==> src/rtl/uart_fifo_periph.sv <==
// Memory-mapped UART with TX/RX FIFOs, run-time baud divisor and sticky error flags (8N1).
// Define UART_PARITY_EN to compile in the optional parity bit (CTRL[3:2], STATUS[7]).
module uart_fifo_periph #(
    parameter int unsigned CLK_FREQUENCY = 50,
    parameter int unsigned BAUD_RATE     = 115200,
    parameter logic [31:0] BASE_ADDR     = 32'h1000_0000,
    parameter int unsigned TX_DEPTH      = 16,
    parameter int unsigned RX_DEPTH      = 16
) (
    input  logic        clk_in,
    input  logic        rst_n,
    input  logic        rx_pin,
    output logic        tx_pin,
    input  logic        write_valid,
    input  logic [31:0] write_address,
    input  logic [31:0] write_data,
    input  logic        read_valid,
    input  logic [31:0] read_address,
    output logic [31:0] read_data
);
    localparam int unsigned DIV_RESET = (CLK_FREQUENCY * 1000000) / BAUD_RATE;
    localparam logic [15:0] DIV_RST16 = 16'(DIV_RESET);
    localparam int unsigned TXA = $clog2(TX_DEPTH);
    localparam int unsigned RXA = $clog2(RX_DEPTH);
    localparam int unsigned TXL = TXA + 1;
    localparam int unsigned RXL = RXA + 1;

    typedef enum logic [2:0] {S_IDLE, S_START, S_DATA, S_PARITY, S_STOP} uart_state_e;

    // Bus decode
    logic       wsel, rsel;
    logic [1:0] widx, ridx;
    logic       data_wr_c, stat_wr_c, ctrl_wr_c, div_wr_c, data_rd_c;
    logic       unused_bits;

    assign wsel      = write_valid && (write_address[31:4] == BASE_ADDR[31:4]);
    assign rsel      = read_valid && (read_address[31:4] == BASE_ADDR[31:4]);
    assign widx      = write_address[3:2];
    assign ridx      = read_address[3:2];
    assign data_wr_c = wsel && (widx == 2'd0);
    assign stat_wr_c = wsel && (widx == 2'd1);
    assign ctrl_wr_c = wsel && (widx == 2'd2);
    assign div_wr_c  = wsel && (widx == 2'd3);
    assign data_rd_c = rsel && (ridx == 2'd0);
    assign unused_bits = &{1'b0, write_address[1:0], read_address[1:0], write_data[31:16]};

    // rx_pin synchroniser plus one extra stage for falling-edge detection
    logic rx_meta_q, rx_sync_q, rx_prev_q;
    always_ff @(posedge clk_in or negedge rst_n) begin
        if (!rst_n) {rx_meta_q, rx_sync_q, rx_prev_q} <= 3'b111;
        else        {rx_meta_q, rx_sync_q, rx_prev_q} <= {rx_pin, rx_meta_q, rx_sync_q};
    end

    // Control, divisor and flush requests
    logic        tx_en_q, rx_en_q, tx_flush_q, rx_flush_q;
    logic [15:0] div_q;
    logic [3:0]  ctrl_bits;
`ifdef UART_PARITY_EN
    logic        par_en_q, par_odd_q;
`endif

    always_ff @(posedge clk_in or negedge rst_n) begin
        if (!rst_n) begin
            tx_en_q    <= 1'b1;
            rx_en_q    <= 1'b1;
            tx_flush_q <= 1'b0;
            rx_flush_q <= 1'b0;
            div_q      <= DIV_RST16;
`ifdef UART_PARITY_EN
            par_en_q   <= 1'b0;
            par_odd_q  <= 1'b0;
`endif
        end else begin
            tx_flush_q <= ctrl_wr_c && write_data[4];
            rx_flush_q <= ctrl_wr_c && write_data[5];
            if (ctrl_wr_c) begin
                tx_en_q   <= write_data[0];
                rx_en_q   <= write_data[1];
`ifdef UART_PARITY_EN
                par_en_q  <= write_data[2];
                par_odd_q <= write_data[3];
`endif
            end
            if (div_wr_c) div_q <= (write_data[15:0] < 16'd4) ? 16'd4 : write_data[15:0];
        end
    end

`ifdef UART_PARITY_EN
    assign ctrl_bits = {par_odd_q, par_en_q, rx_en_q, tx_en_q};
`else
    assign ctrl_bits = {2'b00, rx_en_q, tx_en_q};
`endif

    // TX FIFO
    logic [7:0]     tx_mem [TX_DEPTH];
    logic [TXA-1:0] tx_wr_q, tx_rd_q;
    logic [TXL-1:0] tx_level_q;
    logic           tx_full, tx_empty, tx_push_c, tx_pop_c, tx_ovf_c;

    assign tx_full   = (tx_level_q == TXL'(TX_DEPTH));
    assign tx_empty  = (tx_level_q == '0);
    assign tx_push_c = data_wr_c && !tx_flush_q && (!tx_full || tx_pop_c);
    assign tx_ovf_c  = data_wr_c && !tx_flush_q && tx_full && !tx_pop_c;

    always_ff @(posedge clk_in) begin
        if (tx_push_c) tx_mem[tx_wr_q] <= write_data[7:0];
    end

    always_ff @(posedge clk_in or negedge rst_n) begin
        if (!rst_n) begin
            tx_wr_q    <= '0;
            tx_rd_q    <= '0;
            tx_level_q <= '0;
        end else if (tx_flush_q) begin
            tx_wr_q    <= '0;
            tx_rd_q    <= '0;
            tx_level_q <= '0;
        end else begin
            if (tx_push_c) tx_wr_q <= tx_wr_q + TXA'(1);
            if (tx_pop_c)  tx_rd_q <= tx_rd_q + TXA'(1);
            if (tx_push_c && !tx_pop_c)      tx_level_q <= tx_level_q + TXL'(1);
            else if (!tx_push_c && tx_pop_c) tx_level_q <= tx_level_q - TXL'(1);
        end
    end

    // RX FIFO
    logic [7:0]     rx_mem [RX_DEPTH];
    logic [RXA-1:0] rx_wr_q, rx_rd_q;
    logic [RXL-1:0] rx_level_q;
    logic           rx_full, rx_empty, rx_pop_c, rx_push_c, rx_push_ok_c, rx_ovr_c;
    logic [7:0]     rx_shift_q, rx_shift_d;

    assign rx_full      = (rx_level_q == RXL'(RX_DEPTH));
    assign rx_empty     = (rx_level_q == '0);
    assign rx_pop_c     = data_rd_c && !rx_empty && !rx_flush_q;
    assign rx_push_ok_c = rx_push_c && !rx_flush_q && (!rx_full || rx_pop_c);
    assign rx_ovr_c     = rx_push_c && !rx_flush_q && rx_full && !rx_pop_c;

    always_ff @(posedge clk_in) begin
        if (rx_push_ok_c) rx_mem[rx_wr_q] <= rx_shift_q;
    end

    always_ff @(posedge clk_in or negedge rst_n) begin
        if (!rst_n) begin
            rx_wr_q    <= '0;
            rx_rd_q    <= '0;
            rx_level_q <= '0;
        end else if (rx_flush_q) begin
            rx_wr_q    <= '0;
            rx_rd_q    <= '0;
            rx_level_q <= '0;
        end else begin
            if (rx_push_ok_c) rx_wr_q <= rx_wr_q + RXA'(1);
            if (rx_pop_c)     rx_rd_q <= rx_rd_q + RXA'(1);
            if (rx_push_ok_c && !rx_pop_c)      rx_level_q <= rx_level_q + RXL'(1);
            else if (!rx_push_ok_c && rx_pop_c) rx_level_q <= rx_level_q - RXL'(1);
        end
    end

    // TX engine: the divisor (and parity mode) are captured at the start bit
    uart_state_e tx_state_q, tx_state_d;
    logic [15:0] tx_tick_q, tx_tick_d, tx_div_q, tx_div_d;
    logic [2:0]  tx_bit_q, tx_bit_d;
    logic [7:0]  tx_shift_q, tx_shift_d;
    logic        tx_pin_d, tx_last_c, tx_busy;
`ifdef UART_PARITY_EN
    logic        tx_pe_q, tx_pe_d, tx_par_q, tx_par_d;
`endif

    assign tx_busy = (tx_state_q != S_IDLE);

    always_comb begin
        tx_state_d = tx_state_q;
        tx_tick_d  = tx_tick_q;
        tx_div_d   = tx_div_q;
        tx_bit_d   = tx_bit_q;
        tx_shift_d = tx_shift_q;
        tx_pop_c   = 1'b0;
        tx_pin_d   = 1'b1;
`ifdef UART_PARITY_EN
        tx_pe_d    = tx_pe_q;
        tx_par_d   = tx_par_q;
`endif
        tx_last_c  = (tx_tick_q == (tx_div_q - 16'd1));
        case (tx_state_q)
            S_IDLE: begin
                if (tx_en_q && !tx_empty && !tx_flush_q) begin
                    tx_pop_c   = 1'b1;
                    tx_shift_d = tx_mem[tx_rd_q];
                    tx_div_d   = div_q;
                    tx_tick_d  = 16'd0;
                    tx_state_d = S_START;
`ifdef UART_PARITY_EN
                    tx_pe_d    = par_en_q;
                    tx_par_d   = (^tx_mem[tx_rd_q]) ^ par_odd_q;
`endif
                end
            end
            S_START: begin
                tx_tick_d = tx_tick_q + 16'd1;
                if (tx_last_c) begin
                    tx_tick_d  = 16'd0;
                    tx_bit_d   = 3'd0;
                    tx_state_d = S_DATA;
                end
            end
            S_DATA: begin
                tx_tick_d = tx_tick_q + 16'd1;
                if (tx_last_c) begin
                    tx_tick_d = 16'd0;
                    if (tx_bit_q == 3'd7) begin
`ifdef UART_PARITY_EN
                        tx_state_d = tx_pe_q ? S_PARITY : S_STOP;
`else
                        tx_state_d = S_STOP;
`endif
                    end else begin
                        tx_shift_d = {1'b0, tx_shift_q[7:1]};
                        tx_bit_d   = tx_bit_q + 3'd1;
                    end
                end
            end
`ifdef UART_PARITY_EN
            S_PARITY: begin
                tx_tick_d = tx_tick_q + 16'd1;
                if (tx_last_c) begin
                    tx_tick_d  = 16'd0;
                    tx_state_d = S_STOP;
                end
            end
`endif
            S_STOP: begin
                tx_tick_d = tx_tick_q + 16'd1;
                if (tx_last_c) begin
                    tx_tick_d  = 16'd0;
                    tx_state_d = S_IDLE;
                end
            end
            default: tx_state_d = S_IDLE;
        endcase
        // Line level follows the state being entered so tx_pin stays aligned with the state register
        case (tx_state_d)
            S_START:  tx_pin_d = 1'b0;
            S_DATA:   tx_pin_d = tx_shift_d[0];
`ifdef UART_PARITY_EN
            S_PARITY: tx_pin_d = tx_par_d;
`endif
            default:  tx_pin_d = 1'b1;
        endcase
    end

    always_ff @(posedge clk_in or negedge rst_n) begin
        if (!rst_n) begin
            tx_state_q <= S_IDLE;
            tx_tick_q  <= 16'd0;
            tx_div_q   <= DIV_RST16;
            tx_bit_q   <= 3'd0;
            tx_shift_q <= 8'd0;
            tx_pin     <= 1'b1;
`ifdef UART_PARITY_EN
            tx_pe_q    <= 1'b0;
            tx_par_q   <= 1'b0;
`endif
        end else begin
            tx_state_q <= tx_state_d;
            tx_tick_q  <= tx_tick_d;
            tx_div_q   <= tx_div_d;
            tx_bit_q   <= tx_bit_d;
            tx_shift_q <= tx_shift_d;
            tx_pin     <= tx_pin_d;
`ifdef UART_PARITY_EN
            tx_pe_q    <= tx_pe_d;
            tx_par_q   <= tx_par_d;
`endif
        end
    end

    // RX engine: start validated at mid-bit, then one sample per bit period
    uart_state_e rx_state_q, rx_state_d;
    logic [15:0] rx_tick_q, rx_tick_d, rx_div_q, rx_div_d;
    logic [2:0]  rx_bit_q, rx_bit_d;
    logic        rx_last_c, rx_ferr_c, rx_perr_c;
`ifdef UART_PARITY_EN
    logic        rx_pe_q, rx_pe_d, rx_po_q, rx_po_d, rx_pbit_q, rx_pbit_d;
`else
    assign rx_perr_c = 1'b0;
`endif

    always_comb begin
        rx_state_d = rx_state_q;
        rx_tick_d  = rx_tick_q;
        rx_div_d   = rx_div_q;
        rx_bit_d   = rx_bit_q;
        rx_shift_d = rx_shift_q;
        rx_push_c  = 1'b0;
        rx_ferr_c  = 1'b0;
`ifdef UART_PARITY_EN
        rx_perr_c  = 1'b0;
        rx_pe_d    = rx_pe_q;
        rx_po_d    = rx_po_q;
        rx_pbit_d  = rx_pbit_q;
`endif
        rx_last_c  = (rx_tick_q == (rx_div_q - 16'd1));
        case (rx_state_q)
            S_IDLE: begin
                if (rx_en_q && rx_prev_q && !rx_sync_q) begin
                    rx_tick_d  = 16'd0;
                    rx_div_d   = div_q;
                    rx_state_d = S_START;
`ifdef UART_PARITY_EN
                    rx_pe_d    = par_en_q;
                    rx_po_d    = par_odd_q;
`endif
                end
            end
            S_START: begin
                rx_tick_d = rx_tick_q + 16'd1;
                if (rx_tick_q == (rx_div_q >> 1)) begin
                    rx_tick_d  = 16'd0;
                    rx_bit_d   = 3'd0;
                    rx_state_d = rx_sync_q ? S_IDLE : S_DATA;
                end
            end
            S_DATA: begin
                rx_tick_d = rx_tick_q + 16'd1;
                if (rx_last_c) begin
                    rx_tick_d  = 16'd0;
                    rx_shift_d = {rx_sync_q, rx_shift_q[7:1]};
                    rx_bit_d   = rx_bit_q + 3'd1;
                    if (rx_bit_q == 3'd7) begin
`ifdef UART_PARITY_EN
                        rx_state_d = rx_pe_q ? S_PARITY : S_STOP;
`else
                        rx_state_d = S_STOP;
`endif
                    end
                end
            end
`ifdef UART_PARITY_EN
            S_PARITY: begin
                rx_tick_d = rx_tick_q + 16'd1;
                if (rx_last_c) begin
                    rx_tick_d  = 16'd0;
                    rx_pbit_d  = rx_sync_q;
                    rx_state_d = S_STOP;
                end
            end
`endif
            S_STOP: begin
                rx_tick_d = rx_tick_q + 16'd1;
                if (rx_last_c) begin
                    rx_tick_d  = 16'd0;
                    rx_state_d = S_IDLE;
                    if (!rx_sync_q) rx_ferr_c = 1'b1;
`ifdef UART_PARITY_EN
                    else if (rx_pe_q && (rx_pbit_q != ((^rx_shift_q) ^ rx_po_q))) rx_perr_c = 1'b1;
`endif
                    else rx_push_c = 1'b1;
                end
            end
            default: rx_state_d = S_IDLE;
        endcase
    end

    always_ff @(posedge clk_in or negedge rst_n) begin
        if (!rst_n) begin
            rx_state_q <= S_IDLE;
            rx_tick_q  <= 16'd0;
            rx_div_q   <= DIV_RST16;
            rx_bit_q   <= 3'd0;
            rx_shift_q <= 8'd0;
`ifdef UART_PARITY_EN
            rx_pe_q    <= 1'b0;
            rx_po_q    <= 1'b0;
            rx_pbit_q  <= 1'b0;
`endif
        end else begin
            rx_state_q <= rx_state_d;
            rx_tick_q  <= rx_tick_d;
            rx_div_q   <= rx_div_d;
            rx_bit_q   <= rx_bit_d;
            rx_shift_q <= rx_shift_d;
`ifdef UART_PARITY_EN
            rx_pe_q    <= rx_pe_d;
            rx_po_q    <= rx_po_d;
            rx_pbit_q  <= rx_pbit_d;
`endif
        end
    end

    // Sticky flags {tx_overflow, parity_err, frame_err, rx_overrun}; a same-cycle set beats W1C
    logic [3:0]  flags_q, flag_set_c, flag_clr_c;
    logic [31:0] status_word;

    assign flag_set_c = {tx_ovf_c, rx_perr_c, rx_ferr_c, rx_ovr_c};
    assign flag_clr_c = stat_wr_c ? write_data[8:5] : 4'd0;

    always_ff @(posedge clk_in or negedge rst_n) begin
        if (!rst_n) flags_q <= 4'd0;
        else        flags_q <= (flags_q & ~flag_clr_c) | flag_set_c;
    end

    // Bit 3 is set while no received byte is waiting (reset STATUS reads 0xA)
    assign status_word = {8'd0, 8'(rx_level_q), 7'd0, flags_q, tx_busy, rx_empty, rx_full,
                          tx_empty, tx_full};

    always_ff @(posedge clk_in or negedge rst_n) begin
        if (!rst_n) begin
            read_data <= 32'd0;
        end else if (rsel) begin
            case (ridx)
                2'd0:    read_data <= rx_empty ? 32'd0 : {24'd0, rx_mem[rx_rd_q]};
                2'd1:    read_data <= status_word;
                2'd2:    read_data <= {28'd0, ctrl_bits};
                default: read_data <= {16'd0, div_q};
            endcase
        end
    end
endmodule

==> config.mk <==
export PLATFORM = sky130hd
export DESIGN_NAME = uart_fifo_periph
export DESIGN_NICKNAME = d
export VERILOG_FILES = /design/src/rtl/uart_fifo_periph.sv
export SDC_FILE = /design/constraint.sdc
export NUM_CORES = 1
export LEC_CHECK = 0
export ABC_CLOCK_PERIOD_IN_PS = 8200
export CORE_MARGIN = 5
export CORE_UTILIZATION = 60
export CTS_CLUSTER_SIZE = 16
export DETAILED_ROUTE_END_ITERATION = 10
export DONT_BUFFER_PORTS = 1
export HOLD_SLACK_MARGIN = 0.1
export PLACE_DENSITY_LB_ADDON = 0.1
export RECOVER_POWER = 100
export SLEW_MARGIN = 20
export SYNTH_ARGS = -nofsm -noshare
export SYNTH_HDL_FRONTEND = slang
export SYNTH_SLANG_ARGS = --single-unit
export TNS_END_PERCENT = 100
==> constraint.sdc <==
create_clock -name clk_in -period 8.2 [get_ports clk_in]
set_input_delay 0.41 -clock clk_in [delete_from_list [all_inputs] [get_ports clk_in]]
set_output_delay 0.41 -clock clk_in [all_outputs]
set_load 0.005 [all_outputs]
==> metrics <==
share of total power consumed by net switching=0.2012; reg2reg start=rx_div_q[2]$_DFFE_PN0P_; worst slew pin tran=4.247 ns; sum of overflow across all layers after global routing=0; violations in the final reports=max-capacitance violations, max-slew violations; PD cells=194.5 nW/um^2; setup repair after global routing missed its margin=false; Mapped Avg Cell Area=13.02 um^2; maximum number of pins on one net before global-route repair=168; number of synthesized register bits=423; internal power=3.338 mW; gate count after technology mapping=1,509; most common cell after layout, fill and taps aside=edfxtp_1; WP data arrival=5.52 ns; post-detailed-route DRC marker count=0; total of endpoints with negative setup slack in the final report=0; Layout area overhead=9.303%; total clock buffers created by CTS=44; Filler cells=2,364; global-route wire length before repair=69,860 um; multi-input combinational cell area=7217 um^2; ratio of cells with drive above 1 in the final layout=0.1466; share of the yosys chip area belonging to registers=0.6052; placed wire-length estimate=28,380 um; Post-CTS Setup Repair Bufs=0; Flop pwr share=0.540; share of power burned in combinational logic=0.011; number of global-route vias before repair=12,150; commonest non-fill, non-tap cells in the layout=edfxtp_1, dfrtp_1, nand2_1; level count of the clock H-tree=2; row cnt=66; Layout Cells excl Fill=1,978; Yosys warnings=0; count of maximum capacitance violations=3; Worst Path Required=8.38 ns; Most used DFF post-synth=edfxtp_1; met3 wire length=2337 um; asr flop ratio synth=0.3948; Final Wtd Congestion=0.8258; startpoint of the worst hold path=read_address[2]; quantity of gates resized following cts=0; tightest slew margin relative to the limit=-1.831; Die Y-Extent=191.0 um; outcome=complete, but fails checks; antenna violations before repair=2; Routed Wire Length=44,260 um; via-per-instance ratio=6.177; kind of critical path=register to register; Total Routing Usage GR=0.2465; CTS tree=done; type of destination of the critical path=register; setup slack of the most critical reg-to-reg path=2.86 ns; count of input and output buffers=0; First DRT Iteration DRCs=897; clock latency at the later pin of the worst-skew pair=0.56 ns; amount of wire on met2 after detailed routing=22,060 um; net switching component of the power=0.8407 mW; final critical-path required period=5.340 ns; number of search-and-repair iterations in the first detailed-routing pass=7; reported leakage power=8.373 nW; path category of the worst min-delay check=primary input to register; Die Footprint=36,470 um^2; root buf cell=clkbuf_16; CTS clock-pin slew for the worst setup and hold paths=0.06 ns; EDFF count, synth=256; total via count in the routed design=12,220; CP startpoint=rx_div_q[2]$_DFFE_PN0P_; hold buffer count at CTS=22; Unique masters post-synth=70; fraction of power consumed by the clock network=0.450; maximum buffer depth of the clock tree=3; core area=32,450 um^2; post-detailed-route count of antenna-violating nets=0; die width=191.0 um; I/O Pins=134; final hold viol count=0; worst voltage drop across the vdd grid=0.0002078 V; CTS sink count=423; Pins Over Slew Limit=232; register area=11,900 um^2; Total Negative Setup Slacks=0 ns; Wirelength per Cell=22.38 um; Highest Signal Layer=met5; Fin Clk Skew=0.02469 ns; part of the cycle the worst path needs=0.6512; Synth Cell Area=19,650 um^2; top achievable clock speed=187.3 MHz; number of placed cells counting well taps=1,874; Final Net Count=1,628; sum of routed wire segments on met1=18,720 um; CP startpoint kind=register; effective utilization at floorplan=0.6055; CP max FO=14; worst hold-check slack=0.1289 ns
[state kept, by name (all words and copies together), names as in the netlist, 4 cells and up]
name	flops
rx_mem	128
tx_mem	128
read_data	21
div_q	16
rx_div_q	16
rx_tick_q	16
tx_div_q	16
tx_tick_q	16
rx_shift_q	8
tx_shift_q	8
rx_level_q	5
tx_level_q	5
flags_q	4
rx_rd_q	4
rx_wr_q	4
tx_rd_q	4
tx_wr_q	4
[critical path: stages, from the launching register on]
cell,delay [ns]
dfrtp_1,0.48
nor4_1,1.06
nand2_1,0.22
a2111oi_0,0.60
o22ai_1,0.20
nor4_4,0.73
nand3_1,0.46
nor3_1,0.49
and2_0,0.71
[cell usage after synthesis, types with 5 or more instances]
cell / n / share of area
inv_1: 41 / 0.0078
a221oi_1: 6 / 0.0027
nand2b_1: 6 / 0.0019
or3_1: 7 / 0.0022
nor2_1: 84 / 0.016
mux4_2: 68 / 0.078
xnor2_1: 47 / 0.021
buf_1: 10 / 0.0019
a221o_1: 7 / 0.0036
clkbuf_1: 74 / 0.014
nor4b_1: 8 / 0.0036
edfxtp_1: 256 / 0.39
and2_1: 43 / 0.014
mux2i_1: 20 / 0.010
mux2_2: 49 / 0.028
buf_4: 11 / 0.0042
a22oi_1: 5 / 0.0019
nor3_1: 44 / 0.011
nor2b_1: 12 / 0.0038
nor4_1: 26 / 0.0083
or2_2: 8 / 0.0025
nand2_1: 135 / 0.026
ha_1: 25 / 0.016
xor2_1: 34 / 0.015
dfrtp_1: 146 / 0.19
dfstp_2: 21 / 0.028
o211ai_1: 6 / 0.0023
o21ai_0: 81 / 0.021
nand3_1: 42 / 0.011
a31oi_1: 6 / 0.0019
a21o_1: 5 / 0.0019
a211oi_1: 7 / 0.0027
or4_1: 11 / 0.0042
a22o_1: 5 / 0.0022
and3_1: 11 / 0.0035
a21oi_1: 44 / 0.011
o22ai_1: 5 / 0.0016
nand4_1: 34 / 0.011
[cell families (layout without fill, tap and decap cells)]
group                      after synthesis  count (layout)  synth area share
other                                    1              12         0.0001908
adders and majority gates               27              27           0.01796
xor gates and xnor gates                81              81           0.03610
buffers and inverters                  139             155           0.02884
muxes                                  137             137            0.1162
and+or+nand+nor                        494             494            0.1296
DFF                                    423             423            0.6052
AOI/OAI and AO/OA                      207             207           0.06590
[power groups by stage]
stage | Combinational (mW) | Clock (mW) | Sequential [mW]
2_1_floorplan | 0.0126 | 0 | 2.30
3_3_place_gp | 0.00677 | 0 | 2.30
3_5_place_dp | 0.00688 | 0 | 2.30
4_1_cts | 0.0471 | 1.92 | 2.25
5_1_grt | 0.0500 | 2.00 | 2.25
6_report | 0.0440 | 1.88 | 2.26
[cell type report]
type / instances / share of cell area
flip-flops and latches: 423 / 0.5538
multi-input cells: 957 / 0.3360
clock buffers: 61 / 0.05662
well taps: 442 / 0.02575
repair buffers: 33 / 0.01334
clock inverters: 20 / 0.007165
inverters: 41 / 0.007165
diodes: 1 / 0.0001165
[worst paths after layout]
kind                            cells after the start                         to
worst max-delay path                                8    rx_mem[14][4]$_DFFE_PP_
min in group asynchronous                           2  tx_shift_q[4]$_DFFE_PN0P_
worst max register to register                      8    rx_mem[14][4]$_DFFE_PP_
max in group asynchronous                           2     rx_rd_q[0]$_DFFE_PN0P_
worst min-delay path                                2   read_data[2]$_DFFE_PN0P_
worst min register to register                      0        rx_sync_q$_DFF_PN1_
[stage by stage]
| step | setup slack (ns) | power (mW) | utilization | instance area, um^2 |
|---|---|---|---|---|
| final | 2.860 | 4.178 | 0.6618 | 21480 |
| after global routing | 2.560 | 4.305 | 0.6618 | 21480 |
| after CTS | 3.341 | 4.218 | 0.6633 | 21530 |
| after detailed placement | 3.338 | 2.304 | 0.6137 | 19920 |
| after global placement | 3.411 | 2.304 | 0.6137 | 19920 |
| after floorplan | 3.867 | 2.310 | - | 19690 |
[layer usage]
layer  GRT usage  vias to the layer above
met2      0.4095                      324
met1      0.3415                     6199
met5           0                        -
met3     0.04492                       76
met4     0.06575                        4
li1            -                     5616
No activity file was read; power rests on OpenSTA's default activity.
